--- config.mk ---
export PLATFORM = sky130hd
export DESIGN_NAME = multiplier_signed4
export DESIGN_NICKNAME = d
export VERILOG_FILES = /design/src/rtl/multiplier_signed4.sv
export SDC_FILE = /design/constraint.sdc
export NUM_CORES = 1
export LEC_CHECK = 0
export CORE_AREA = 2 2 40 42
export CTS_BUF_LIST = sky130_fd_sc_hd__clkbuf_4
export DETAILED_ROUTE_END_ITERATION = 16
export DIE_AREA = 0 0 42 44
export PLACE_DENSITY = 0.8
export SYNTH_ARGS = -nofsm -noshare
export SYNTH_HDL_FRONTEND = slang
export SYNTH_SLANG_ARGS = --single-unit
--- constraint.sdc ---
create_clock -name clk -period 2 [get_ports clk]
set_input_delay 0.5 -clock clk [delete_from_list [all_inputs] [get_ports clk]]
set_output_delay 0.5 -clock clk [all_outputs]
set_load 0.005 [all_outputs]
--- src/rtl/multiplier_signed4.sv ---
// 4x4 signed multiplier: Baugh-Wooley partial-product array reduced by explicit
// half/full-adder cells, followed by a single output register (1-cycle latency).

module multiplier_signed4_ha (
  input  logic x,
  input  logic z,
  output logic s,
  output logic c
);
  assign s = x ^ z;
  assign c = x & z;
endmodule

module multiplier_signed4_fa (
  input  logic x,
  input  logic z,
  input  logic ci,
  output logic s,
  output logic co
);
  assign s  = x ^ z ^ ci;
  assign co = (x & z) | (ci & (x ^ z));
endmodule

// 8-bit ripple adder built from cells. The sum is modulo 2^8, so bit 7 needs no carry out.
module multiplier_signed4_add8 (
  input  logic [7:0] x,
  input  logic [7:0] z,
  output logic [7:0] s
);
  logic [6:0] c;

  multiplier_signed4_ha u_ha (
    .x (x[0]),
    .z (z[0]),
    .s (s[0]),
    .c (c[0])
  );

  for (genvar k = 1; k < 7; k++) begin : g_fa
    multiplier_signed4_fa u_fa (
      .x  (x[k]),
      .z  (z[k]),
      .ci (c[k-1]),
      .s  (s[k]),
      .co (c[k])
    );
  end

  assign s[7] = x[7] ^ z[7] ^ c[6];
endmodule

// Handshake: in_valid is a qualifier with no backpressure. A pair sampled with
// in_valid=1 appears on y one edge later with out_valid=1; with in_valid=0, y
// holds and out_valid drops.
module multiplier_signed4 (
  input  logic       clk,
  input  logic       rst,
  input  logic [3:0] a,
  input  logic [3:0] b,
  input  logic       in_valid,
  output logic [7:0] y,
  output logic       out_valid
);
  logic [7:0] row [4];
  logic [7:0] acc0;
  logic [7:0] acc1;
  logic [7:0] acc2;
  logic [7:0] prod;
  logic [7:0] y_d;
  logic [7:0] y_q;
  logic       out_valid_d;
  logic       out_valid_q;

  // Row j holds a[i]&b[j] at weight i+j; a term mixing one sign bit with one
  // magnitude bit is inverted (NAND).
  always_comb begin
    row = '{default: '0};
    for (int j = 0; j < 4; j++) begin
      for (int i = 0; i < 4; i++) begin
        row[j][i+j] = (a[i] & b[j]) ^ ((i == 3) != (j == 3));
      end
    end
  end

  // Row 0 only occupies bits 0..3, so the +2^4 and +2^7 corrections merge in for free.
  assign acc0 = row[0] | 8'h90;

  multiplier_signed4_add8 u_add1 (.x(acc0), .z(row[1]), .s(acc1));
  multiplier_signed4_add8 u_add2 (.x(acc1), .z(row[2]), .s(acc2));
  multiplier_signed4_add8 u_add3 (.x(acc2), .z(row[3]), .s(prod));

  always_comb begin
    y_d         = y_q;
    out_valid_d = in_valid;
    if (in_valid) begin
      y_d = prod;
    end
  end

  always_ff @(posedge clk or posedge rst) begin
    if (rst) begin
      y_q         <= '0;
      out_valid_q <= 1'b0;
    end else begin
      y_q         <= y_d;
      out_valid_q <= out_valid_d;
    end
  end

  assign y         = y_q;
  assign out_valid = out_valid_q;
endmodule

## Word level (Yosys, flattened, before mapping)

Cells that the tools add are included.
W data, S select, Z words.

| word-level totals | value |
|---|---|
| register bits | 9 |
| input bits | 11 |
| output and inout bits | 9 |
| word-level logic and storage cells | 74 |

| operators by class | value |
|---|---|
| bitwise operators | 72 |

Operators by type and width:

| kind | count |
|---|---|
| $and A1 B1 Y1 | 36 |
| $xor A1 B1 Y1 | 20 |
| $or A1 B1 Y1 | 9 |
| $not A1 Y1 | 7 |

## Depth between registers and ports, before layout

Gate-level depths: netlist of run 1.

| depth | value |
|---|---|
| depth in word-level cells | 17 |
| depth in mapped cells | 15 |
| mapped depth without buffers | 15 |

## Hierarchy

Synthesis of run 1 repeated with hierarchy kept, for this count alone.

| unflattened totals | value |
|---|---|
| cells, all modules | 61 |
| area total of the unflattened synthesis | 922.1 sq um |

Modules (own cells, without submodules):

| module | instances | cells an instance | area an instance (sq um) | sequential area each (sq um) |
|---|---|---|---|---|
| multiplier_signed4 | 1 | 37 | 452.9 | 225.2 |
| multiplier_signed4_fa | 18 | 1 | 20.0 | 0.0 |
| multiplier_signed4_add8 | 3 | 1 | 23.8 | 0.0 |
| multiplier_signed4_ha | 3 | 1 | 12.5 | 0.0 |

## Least setup slack after synthesis of run 1

OpenSTA, ideal clock, no wires.

| path | value |
|---|---|
| path type | input to register |
| from | input port b[0] |
| to | register y_q[7] (netlist: y[7]) |
| setup time | 0.125 ns |
| arrival time | 3.680 ns |
| required time | 1.875 ns |
| slack | -1.805 ns |
| stages | 15 |
| path buffers | 0 |
| cell sequence | and2_1 > ha_1 > inv_1 > fa_1 > inv_1 > fa_1 > inv_1 > fa_1 > fa_1 > inv_1 > fa_1 > inv_1 > fa_1 > fa_1 > mux2_2 |

| on the way | value |
|---|---|
| longest elaborated chain between the ends | 17 |
| elaborated cells on any way between the ends | 48 |
| classes of those cells | bitwise (48) |

RTL lines:

| item | line | text |
|---|---|---|
| start: declaration | 60 | `input logic [3:0] b,` |
| $and A1 B1 Y1 | 81 | `row[j][i+j] = (a[i] & b[j]) ^ ((i == 3) != (j == 3));` |
| $and A1 B1 Y1 / $xor A1 B1 Y1 (equally long branches) | 22, 21 |  |
| $and A1 B1 Y1 | 22 | `assign co = (x & z) \| (ci & (x ^ z));` |
| $or A1 B1 Y1 | 22 |  |
| $and A1 B1 Y1 / $xor A1 B1 Y1 (equally long branches) | 22, 21 |  |
| $or A1 B1 Y1 / $xor A1 B1 Y1 (equally long branches) | 22, 21 |  |
| $xor A1 B1 Y1 / $and A1 B1 Y1 (equally long branches) | 21, 22 |  |
| $xor A1 B1 Y1 / $or A1 B1 Y1 (equally long branches) | 21, 22 |  |
| [2 not listed] | -- |  |
| $and A1 B1 Y1 / $xor A1 B1 Y1 (equally long branches) | 22, 21 |  |
| $or A1 B1 Y1 / $xor A1 B1 Y1 (equally long branches) | 22 |  |
| $and A1 B1 Y1 | 22 |  |
| $or A1 B1 Y1 | 22 |  |
| $and A1 B1 Y1 | 22 |  |
| $or A1 B1 Y1 (*) | 22 |  |
| $not A1 Y1 (no source line) (*) | -- |  |
| via prod[7] | 69 | `logic [7:0] prod;` |
| end signal: assignment | 106 | `y_q <= y_d;` |
| end: declaration | 71 | `logic [7:0] y_q;` |

Mark *: on every way through the listed nets, which the timed path passes. The rest lies on a longest branch.
A chain may end at the register's enable or synchronous reset.

## Final worst setup path of run 1

| path | value |
|---|---|
| from | input port a[0] |
| to | register y_q[6] (netlist: y[6]) |

| on the way | value |
|---|---|
| longest elaborated chain between the ends | 15 |
| elaborated cells on any way between the ends | 41 |
| classes of those cells | bitwise (41) |

RTL lines:

| item | line | text |
|---|---|---|
| start: declaration | 59 | `input logic [3:0] a,` |
| $and A1 B1 Y1 | 81 |  |
| $and A1 B1 Y1 (2 in a row) | 22 |  |
| $or A1 B1 Y1 | 22 |  |
| $and A1 B1 Y1 / $xor A1 B1 Y1 (equally long branches) | 22, 21 |  |
| $or A1 B1 Y1 / $xor A1 B1 Y1 (equally long branches) | 22, 21 |  |
| $xor A1 B1 Y1 / $and A1 B1 Y1 (equally long branches) | 21, 22 |  |
| $xor A1 B1 Y1 / $or A1 B1 Y1 (equally long branches) | 21, 22 |  |
| $xor A1 B1 Y1 / $and A1 B1 Y1 (equally long branches) | 21, 22 |  |
| $xor A1 B1 Y1 / $or A1 B1 Y1 (equally long branches) | 22 |  |
| $and A1 B1 Y1 / $xor A1 B1 Y1 (equally long branches) | 22, 21 |  |
| $or A1 B1 Y1 / $xor A1 B1 Y1 (equally long branches) | 22 |  |
| $and A1 B1 Y1 | 22 |  |
| $or A1 B1 Y1 | 22 |  |
| $xor A1 B1 Y1 (*) | 21 | `assign s = x ^ z ^ ci;` |

Every way passes the cells marked *; elsewhere a longest branch is shown, timed or not.

==> impl_metrics.ini, run 1 <==
[placement]
pre_cts_ws_ns = -2.30
port_buffers = 19
dp_hpwl_um = 1100
place_congestion = 0.768

[worst_setup_path]
arrival_ns = 3.76
critical_path_class = in2reg
end_kind = flop
worst-path-max-fanout = 2
start_kind = input port
worstPathRequired_ns = 2.20

[sta]
hold_ws_ns = 0.484
fin_ws_ns = -1.56
fin_crit_ns = 3.56
max_slew.worst_pin.slew_ns = 0.337
fmax_mhz = 281
rsz0062_at_grt = true
slew_viol_final = 0
fin_worst_skew_ns = 0
max-slew-margin-rel_pct = 77.5
final.setup.tns_ns = -6.20
period_share_pct = 178
setup_viol = 5
hold_viol = 0

[power]
powerDensity_nw_per_um2 = 757
power_leakage_nw = 0.478
peakVddDrop_uv = 560

[synthesis]
ys_seq_elements = 9
syn_inst = 63
synth_nets = 86
synthTopCellsByArea = dfrtp_1 (33%), fa_1 (24%), mux2_4 (8.9%)
syn_avg_cell_area_um2 = 10.7
synth_xor_area_share_pct = 0
synthAdderAreaFrac_pct = 31.2
synth_mux_area_share_pct = 10.6
synthSimpleGateAreaFrac_pct = 12.5
yosys_warnings = 0
synth_top_family_by_area = adder cells
synthDominantCellAreaShare_pct = 33.5
synth_area_um2 = 673
ys_types = 13
synth_top_area_cell = dfrtp_1
synth_compound_area_share_pct = 2.23
synth_seq_area_share_pct = 33.5

[cells_and_area]
layout-drive-gt1-share_pct = 45.7
final_nets = 116
utilization_pct = 71.4
mostFrequentLayoutCell = clkdlybuf4s50_1
n_antenna_cell = 0
layout_common_cells = clkdlybuf4s50_1 (14), dfrtp_1 (9), inv_2 (8), nand2_1 (8)
syn_to_final_growth_pct = 50.6

[status]
failed_checks = setup timing
outcome = complete, but fails checks

[grt]
grt_start_max_net_pins = 13
grt_use_total_pct = 17.4
grt_pass1_vias = 521
grt_pass1_wl_um = 2230
globalRouteOverflowTotal = 0
antenna_found_initial = 0

[cts]
holdBufCountCts = 0
root_buffer = clkbuf_4
clk_latency_ns = 0.27
h-tree-depth = 1
cts_buffer_depth = 2
cts_sinks = 9
cts_setup_buffers = 0
cts_buffers = 3
cts_tree = done
clkTransAtPathRegs_ns = 0.06

[hold_path]
hold_class = in2async

[routing]
wl_um = 1300
vias = 494
dr.pass1.iters = 4
via_per_inst = 4.57
initialDrtViolationCount = 5
drcViolationCount = 0
wl_per_cell_um = 12.1
ant_nets = 0

[die]
rows = 14
die_w_um = 42
io_pins = 20
initial_core_util_pct = 47.4
chipHeight_um = 44
core_area_um2 = 1420
die_area_um2 = 1850

[run]
drv_cap = 0
-- through the flow --
stage	cell area, um^2	instances	power, mW
after floorplan	701	63	0.416
after global placement	952	104	0.569
after detailed placement	952	104	0.586
after CTS	1010	108	0.774
after global routing	1010	108	0.825
final	1010	108	0.767
-- per-layer routing --
metal  part of all wire (%)  track usage [%]
met5                      0                0
met4                   0.92             7.74
met3                    4.5             6.25
met2                     53             28.7
met1                     42             20.5
-- registers in the layout, summed over array words and instances (netlist names) --
name,count
out_valid,1
y,8
-- kinds of logic (layout without fill, tap and decap cells) --
family	after synthesis	in the layout
and+or+nand+nor	18	18
buffers and inverters	16	45
adders and majority gates	12	12
DFF	9	9
muxes	5	5
AOI/OAI and AO/OA	3	3
-- where the power goes --
group          switching (mW)  total (mW)  internal (mW)  leakage (nW)
sequential             0.0261       0.257          0.231         0.107
clock                  0.0649       0.155         0.0905        0.0184
combinational           0.130       0.355          0.225         0.353
-- final timing paths --
path                            startpoint  endpoint  slack (ns)  depth (start not counted)
worst max register to register        y[7]      y[7]        1.24                          1
min in group clk                      y[4]      y[4]        0.51                          1
worst max-delay path                  a[0]      y[6]       -1.56                         16
worst min-delay path                   rst      y[1]        0.48                          2
worst min register to register        y[4]      y[4]        0.51                          1
max in group asynchronous              rst      y[6]        1.26                          2
-- final cells by class --
type / instances / area [um^2]
multi-input cells: 38 / 439
fillers: 102 / 405
repair buffers: 26 / 243
flip-flops and latches: 9 / 225
inverters: 15 / 56.3
clock buffers: 4 / 30.0
well taps: 16 / 20.0
-- cell usage after synthesis --
cell type  count
a21oi_1        2
and2_1         6
buf_6          1
dfrtp_1        9
fa_1           8
ha_1           4
inv_1         15
mux2_2         1
mux2_4         4
nand2_1        9
nand3_1        1
nor2_1         2
o21ai_0        1
-- repair_timing --
| action | in CTS | in global routing |
|---|---|---|
| setup endpoints to repair | 6 | 5 |
| pin swaps | 11 | 6 |
| resized for setup | 31 | 3 |
-- critical path, cell delays in order --
cell and delay [ns]:
buf_6 0.09, and2_4 0.15, ha_4 0.15, inv_2 0.05, fa_2 0.19, inv_2 0.04
fa_1 0.51, inv_2 0.05, fa_2 0.33, fa_2 0.53, inv_2 0.04, fa_2 0.33
inv_2 0.06, fa_2 0.18, fa_2 0.43, a21oi_2 0.12
No activity file was read; power rests on OpenSTA's default activity.
==> inputs of run 2 (changes only) <==
Settings changed: GPL_TIMING_DRIVEN set to 0, SLEW_MARGIN set to 15.
==> run 2 against run 1 <==
The run still ends with setup timing left; sequential power hardly changed; flip-flop and latch count stayed put; count of clock-buffer cells in the layout stayed put; maximum frequency is 0.16% lower; utilization is 0.97 points lower; critical endpoint is now y[7]; largest cell class unchanged; largest power group unchanged.
==> impl_metrics.ini, run 2 (synthesis gave the netlist of run 1 again) <==
[status]
outcome = complete, but fails checks
failed_checks = setup timing

[hold_path]
hold_class = in2async

[worst_setup_path]
cp_cell_sequence = buf_6, and2_4, ha_4, inv_2, fa_2, inv_2, fa_1, inv_2, fa_2, fa_1, inv_2, fa_2, inv_2, fa_2, fa_2, mux2_4
worst-path-max-fanout = 2
critical_path_class = in2reg
end_kind = flop
cpPeakStageDelay_ns = 0.48
start_kind = input port
cp_slowest_cell = fa_1
arrival_ns = 3.71
worstPathRequired_ns = 2.14
reg2regPathDepth = 1

[cells_and_area]
layout-drive-gt1-share_pct = 41.6
n_antenna_cell = 0
largest_reg_flops = 8
mostFrequentLayoutCell = clkdlybuf4s50_1
layout_common_cells = clkdlybuf4s50_1 (13), nand2_1 (9), dfrtp_1 (9)
syn_to_final_growth_pct = 48.5
final_nets = 113

[sta]
rsz0062_at_grt = true
fmax_mhz = 281
final.setup.tns_ns = -6.09
slew_viol_final = 0
period_share_pct = 178
fin_crit_ns = 3.56
fin_ws_ns = -1.56
max_slew.worst_pin.slew_ns = 0.333
max-slew-margin-rel_pct = 77.8
fin_worst_skew_ns = 0
hold_viol = 0
setup_viol = 5

[power]
powerDensity_nw_per_um2 = 744
netSwitchingFraction_pct = 27.7
p_sw_mw = 0.206
p_int_mw = 0.538
power_leakage_nw = 0.479
power_mw = 0.744
p_seq_share_pct = 34.6
peakVddDrop_uv = 706
power_frac_clock_pct = 19.9
pwr-share-comb_pct = 45.4

[placement]
port_buffers = 19
place_congestion = 0.772
dp_hpwl_um = 932
pre_cts_ws_ns = -2.31

[cts]
cts_buffers = 3
h-tree-depth = 1
cts_tree = done
root_buffer = clkbuf_4
clkTransAtPathRegs_ns = 0.06
cts_sinks = 9
cts_buffer_depth = 2
clk_latency_ns = 0.25

[grt]
grt_start_max_net_pins = 11
grt_use_total_pct = 14.9
antenna_found_initial = 0
grt_pass1_vias = 481
globalRouteOverflowTotal = 0
grt_pass1_wl_um = 1990

[routing]
dr_wl_met2_um = 557
drcViolationCount = 0
via_per_inst = 4.50
initialDrtViolationCount = 3
vias = 473
top_layer_used = met3
wl_met3_um = 58
drt-met1-wl_um = 498
ant_nets = 0
dr.pass1.iters = 4
wl_per_cell_um = 10.6
wl_um = 1120

[die]
chipHeight_um = 44
die_w_um = 42
core_area_um2 = 1420
rows = 14
io_pins = 20
die_area_um2 = 1850
initial_core_util_pct = 47.4

[run]
drv_cap = 0
## run 2: power groups by stage
stage / Combinational, mW / Sequential, mW / Clock (mW)
floorplan: 0.154 / 0.262 / 0
global placement: 0.304 / 0.259 / 0
detailed placement: 0.308 / 0.261 / 0
CTS: 0.346 / 0.259 / 0.153
global route: 0.376 / 0.264 / 0.161
finish: 0.338 / 0.258 / 0.148
## run 2: final cells by class
type / instances / area [um^2]
Buffer: 1 / 11.3
Timing Repair Buffer: 22 / 223
Sequential cell: 9 / 225
Inverter: 15 / 56.3
Multi-Input combinational cell: 38 / 434
Clock buffer: 4 / 30.0
Fill cell: 102 / 419
Tap cell: 16 / 20.0
## run 2: per-layer routing
| metal | global-route usage, % | vias to the layer above |
|---|---|---|
| met5 | 0 | - |
| met4 | 1.94 | 0 |
| met1 | 18.8 | 219 |
| met3 | 6.25 | 0 |
| met2 | 24.7 | 15 |
| li1 | - | 239 |
## run 2: per-stage QoR
step | hold WS, ns | instances | utilization (%) | area, um^2
floorplan | 0.328 | 63 | - | 701
detailed placement | 0.504 | 98 | 64.2 | 911
CTS | 0.495 | 104 | 69.8 | 991
global placement | 0.496 | 98 | 64.2 | 911
global route | 0.519 | 105 | 70.5 | 1000
finish | 0.496 | 105 | 70.5 | 1000
## run 2: final timing paths
check	start	end	slack, ns
worst max-delay path	a[1]	y[7]	-1.56
worst min-delay path	rst	out_valid	0.50
worst max register to register	y[7]	y[7]	1.24
worst min register to register	y[2]	y[2]	0.51
max in group asynchronous	rst	y[5]	1.26
min in group clk	y[2]	y[2]	0.51
## run 2: repair_timing
action | 4_1_cts | 5_1_grt
pin swaps | 11 | 10
cloned | 0 | 0
setup endpoints to repair | 6 | 5
hold buffers | 0 | 0
buffers inserted | 2 | 1
resized for setup | 32 | 4
## run 2: worst max-delay path, delay by kind of cell
family,cells,cell delay [ns]
adders and majority gates,8,2.47
and+or+nand+nor,1,0.15
buffers and inverters,6,0.31
muxes,1,0.25
